**src/rtl/serial_word_adder.sv**
```systemverilog
// serial_word_adder
//   Byte-serial adder: one 8-bit ripple-carry add per cycle, with the carry
//   registered between byte slices. A valid/ready handshake accepts an
//   operand set, and the result is held in DONE until the consumer takes it.
//   Define SERIAL_ADDER_OVF_EN to add the signed-overflow output Ovf.
module serial_word_adder #(
    parameter int NBYTES = 4
) (
    input  logic                Clk,
    input  logic                Rst,
    input  logic                In_Valid,
    output logic                In_Ready,
    input  logic [8*NBYTES-1:0] A,
    input  logic [8*NBYTES-1:0] B,
    input  logic                Cin,
    output logic                Out_Valid,
    input  logic                Out_Ready,
    output logic [8*NBYTES-1:0] S,
    output logic                Cout
`ifdef SERIAL_ADDER_OVF_EN
    ,
    output logic                Ovf
`endif
);

    localparam int W     = 8 * NBYTES;
    localparam int IDX_W = $clog2(NBYTES);
    localparam logic [IDX_W-1:0] LAST_IDX = IDX_W'(NBYTES - 1);

    typedef enum logic [1:0] {
        IDLE,
        RUN,
        DONE
    } state_t;

    state_t           state;
    logic [W-1:0]     a_reg;
    logic [W-1:0]     b_reg;
    logic             cin_reg;
    logic             carry;
    logic [IDX_W-1:0] idx;

    // Byte-slice datapath
    logic [7:0] byte_a;
    logic [7:0] byte_b;
    logic       slice_cin;
    logic [8:0] byte_sum;
`ifdef SERIAL_ADDER_OVF_EN
    logic       msb_carry_in;
    logic       ovf_next;
`endif

    // Select the current byte slice and form its 9-bit sum.
    always_comb begin
        byte_a    = a_reg[{idx, 3'b000} +: 8];
        byte_b    = b_reg[{idx, 3'b000} +: 8];
        // Byte 0 starts from the captured carry-in; later bytes chain the
        // carry registered on the previous cycle.
        slice_cin = (idx == '0) ? cin_reg : carry;
        byte_sum  = {1'b0, byte_a} + {1'b0, byte_b} + {8'd0, slice_cin};
`ifdef SERIAL_ADDER_OVF_EN
        // The carry into bit 7 is recovered from the sum bit and the operand bits.
        msb_carry_in = byte_a[7] ^ byte_b[7] ^ byte_sum[7];
        ovf_next     = msb_carry_in ^ byte_sum[8];
`endif
    end

    // Control FSM with registered handshake and result outputs.
    // NOTE: all state uses non-blocking assignments so every register samples
    // the pre-edge values, regardless of statement order inside the block.
    always_ff @(posedge Clk) begin
        if (Rst) begin
            // NOTE: reset clears the operand registers as well as the control
            // state, so an aborted operation leaves nothing behind.
            state     <= IDLE;
            In_Ready  <= 1'b1;
            Out_Valid <= 1'b0;
            a_reg     <= '0;
            b_reg     <= '0;
            cin_reg   <= 1'b0;
            carry     <= 1'b0;
            idx       <= '0;
            S         <= '0;
            Cout      <= 1'b0;
`ifdef SERIAL_ADDER_OVF_EN
            Ovf       <= 1'b0;
`endif
        end else begin
            case (state)
                IDLE: begin
                    if (In_Valid) begin
                        a_reg    <= A;
                        b_reg    <= B;
                        cin_reg  <= Cin;
                        carry    <= 1'b0;
                        idx      <= '0;
                        S        <= '0;
                        Cout     <= 1'b0;
                        In_Ready <= 1'b0;
                        state    <= RUN;
                    end
                end

                RUN: begin
                    S[{idx, 3'b000} +: 8] <= byte_sum[7:0];
                    carry                 <= byte_sum[8];
                    if (idx == LAST_IDX) begin
                        Cout      <= byte_sum[8];
`ifdef SERIAL_ADDER_OVF_EN
                        Ovf       <= ovf_next;
`endif
                        Out_Valid <= 1'b1;
                        state     <= DONE;
                    end else begin
                        idx <= idx + 1'b1;
                    end
                end

                DONE: begin
                    // Result holds until the consumer takes it.
                    if (Out_Ready) begin
                        Out_Valid <= 1'b0;
                        In_Ready  <= 1'b1;
`ifdef SERIAL_ADDER_OVF_EN
                        Ovf       <= 1'b0;
`endif
                        state     <= IDLE;
                    end
                end

                default: begin
                    state     <= IDLE;
                    In_Ready  <= 1'b1;
                    Out_Valid <= 1'b0;
                end
            endcase
        end
    end

endmodule
```
**config.mk**
```make
export PLATFORM = sky130hd
export DESIGN_NAME = serial_word_adder
export DESIGN_NICKNAME = d
export VERILOG_FILES = /design/src/rtl/serial_word_adder.sv
export SDC_FILE = /design/constraint.sdc
export NUM_CORES = 1
export LEC_CHECK = 0
export ABC_AREA = 1
export BUFFER_PORTS_ARGS = -buffer_cell sky130_fd_sc_hd__clkbuf_2
export CAP_MARGIN = 20
export CELL_PAD_IN_SITES_DETAIL_PLACEMENT = 2
export CELL_PAD_IN_SITES_GLOBAL_PLACEMENT = 2
export CORE_ASPECT_RATIO = 0.8
export CORE_MARGIN = 1.5
export CORE_UTILIZATION = 32
export CTS_CLUSTER_DIAMETER = 200
export CTS_CLUSTER_SIZE = 14
export DETAILED_ROUTE_END_ITERATION = 10
export PLACE_DENSITY = 0.95
export SYNTH_ARGS = -nofsm -noshare
export SYNTH_HDL_FRONTEND = slang
export SYNTH_SLANG_ARGS = --single-unit
```
**constraint.sdc**
```tcl
create_clock -name Clk -period 4.5 [get_ports Clk]
set_input_delay 0.45 -clock Clk [delete_from_list [all_inputs] [get_ports Clk]]
set_output_delay 0.45 -clock Clk [all_outputs]
set_load 0.02 [all_outputs]
```
==> flow_summary.yaml <==
run_status:
  status: "finished, final reports clean"
sta:
  tightest_slew_ns: 0.934
  timing.final.ws_setup_ns: 0.534
  slew_headroom_pct: 37.7
  fmax_mhz: 252
  setup_viol: 0
  rsz0062_at_grt: "no"
  finalClockSkew_ns: 0.00703
  layout_min_cycle_time_ns: 3.97
  drv_slew: 0
  fin_crit_sh_pct: 88.1
  fin_hold_ws_ns: 0.354
  hold_violations: 0
  setup_tns_ns: 0
synthesis:
  synthTopCellsByCount: "nor2_1, dfxtp_1, nand2_1"
  synthArstFlopShare_pct: 0
  synth_top_cell_by_area: "dfxtp_1"
  synth-compound-area-share_pct: 17.4
  synth_fa_ha_area_share_pct: 3.81
  yosysMostFrequentCell: "nor2_1"
  ys_ff_latch: 105
  ys_types: 30
  syn_area_um2: 4670
  yosys_warnings: 0
  syn_inst: 644
  synth_top_family_by_area: "simple AND/OR/NAND/NOR gates"
  yosysTopAreaCellShare_pct: 45.0
  ys_top_cells_by_area: "dfxtp_1, nor2_1, o21ai_0"
  synthXorXnorAreaFrac_pct: 0.724
  synth-simple-area-share_pct: 26.7
  synth-main-ff-cell: "dfxtp_1"
  avgSynthCellArea_um2: 7.25
  synth_edf_count: 0
  synthMuxAreaShare_pct: 0.214
  synth_nets: 726
  synth_seq_area_share_pct: 45.0
clocking:
  postCtsHoldBufs: 0
  clock_latency_ns: 0.36
  cts_setup_buffers: 0
  cts_root_buf: "clkbuf_16"
  cts.sinks: 105
  cts_resized: 0
  cts_buffers: 9
  path_clk_slew_ns: 0.08
  cts_tree: "built"
  cts_buffer_depth: 2
  htreeDepth: 3
global_route:
  antenna_found_initial: 0
  grt_max_degree: 73
  grt_pass1_wl_mm: 31.8
  grt_pass1_vias: 5608
  track_usage_pct: 26.4
  overflow: 0
setup_path:
  arrival_ns: 4.23
  critPathMaxFanout: 23
  cpPeakStageDelay_ns: 0.66
  worst_setup_path_end_kind: "register"
  r2r-start: "idx[1]"
  worstReg2RegEnd: "S[12]"
  cp_num_buf_inv: 2
  critical_path_required_ns: 4.77
  cp_cell_sequence: "inv_1 > ha_1 > mux2i_1 > fa_1 > fa_1 > inv_1 > nand2_1 > nand2_1 > nand2_1 > xnor2_1 > nand4_1 > a21oi_1"
  critical_path_class: "register to register"
  slowest_stage: "dfxtp_1"
  start_kind: "register"
  worst-r2r-setup-slack_ns: 0.53
  crit_family: "adder cells"
  cp_common_cell: "nand2_1"
  reg2regPathDepth: 12
detailed_routing:
  routed_wl_mm: 19.8
  avgViaCountPerCell: 5.39
  drtIter0Drc: 315
  drt-pass1-iter-count: 5
  wire_per_inst_um: 21.7
  drt.antenna.violating_nets: 0
  drc: 0
  vias: 4922
pwr:
  max-vdd-ir-drop_v: 0.000193
  power.static_leakage_nw: 2.40
  power_density_nw_per_um2: 441
  pwr-share-comb_pct: 25.0
  p_int_mw: 1.60
  switchingPower_mw: 0.850
  power_mw: 2.45
  power_frac_seq_pct: 42.4
  p_clk_share_pct: 32.6
  switching_share_pct: 34.7
hold_path:
  hp-class: "input port to register"
  whs_path_depth: 3
  hold_end: "b_reg[22]"
  worstHoldStart: "B[22]"
placed_design:
  io_buffers: 103
  place_ws_ns: 0.854
  placedInstanceArea_um2: 5270
  place_inst: 898
  gp_congestion: 0.821
  dp_hpwl_mm: 13.2
cells_and_area:
  fin_nets: 807
  fin_area_um2: 5550
  n_antenna_cell: 0
  drive_above_1_share_pct: 19.2
  final_cells: 913
  final_util_pct: 39.0
  synthToLayoutAreaGrowth_pct: 18.9
die:
  die-width_um: 138
  rows: 39
  io_pins: 104
  die_h_um: 111
  core-area_um2: 14200
  die-area_um2: 15300
  initial_core_util_pct: 32.8
job:
  cap_violations: 0
-- worst max path at each step --
stage	startpoint	endpoint	slack, ns	depth (start not counted)
after floorplan	idx[0]	S[12]	1.57	14
after global placement	idx[1]	S[28]	1.21	12
after detailed placement	idx[1]	S[28]	0.85	12
after CTS	idx[1]	S[12]	0.67	12
after global routing	idx[1]	S[12]	0.38	12
final	idx[1]	S[12]	0.53	12
-- power groups by stage --
stage	sequential (mW)	combinational, mW	clock (mW)
after floorplan	1.05	0.374	0
after global placement	1.05	0.513	0
after detailed placement	1.05	0.573	0
after CTS	1.04	0.605	0.804
after global routing	1.04	0.663	0.835
final	1.04	0.611	0.797
-- routing by layer --
metal  wire length (µm)  track usage, %  up-vias
li1                   -               -     2271
met1               8470            31.3     2445
met2               9820            46.0      153
met3                811            5.31       53
met4                739            11.6        0
met5                  0               0        -
-- tightest hold or removal path, cell delays in order --
cell      delay (ns)
clkbuf_2        0.08
o21ai_0         0.07
nor2_1          0.08
-- cell families after synthesis --
group                      after synthesis
and+or+nand+nor                        302
AOI/OAI and AO/OA                      155
DFF                                    105
buffers and inverters                   65
adders and majority gates               13
xor gates and xnor gates                 3
muxes                                    1
-- area by class of cell --
cell class	instances	area [µm²]
Multi-Input combinational cell	474	2280
Clock inverter	5	56.3
Sequential cell	105	2100
Timing Repair Buffer	107	546
Clock buffer	10	229
Fill cell	1677	8700
Inverter	28	105
Tap cell	184	230
-- placed cells by master (no fill, tap or decap), types with 2 or more instances in the layout --
| cell type | synthesis | routed |
|---|---|---|
| buf_4 | 7 | 4 |
| inv_1 | 21 | 20 |
| a21oi_1 | 44 | 44 |
| nor2_1 | 167 | 167 |
| fa_1 | 2 | 2 |
| inv_2 | 6 | 7 |
| o21ai_0 | 93 | 93 |
| nand3_1 | 19 | 19 |
| clkbuf_2 | 0 | 103 |
| nor3_2 | 2 | 2 |
| nor2_4 | 3 | 3 |
| o22ai_1 | 12 | 12 |
| clkbuf_16 | 0 | 9 |
| dfxtp_1 | 105 | 105 |
| nand4_1 | 7 | 7 |
| xnor2_1 | 2 | 2 |
| nand2_2 | 4 | 4 |
| ha_1 | 11 | 11 |
| a32oi_1 | 2 | 2 |
| nand2_1 | 97 | 97 |
| nor3_4 | 2 | 2 |
| a32o_1 | 2 | 2 |
| clkinv_2 | 0 | 2 |
(Power assumes the default switching activity.)
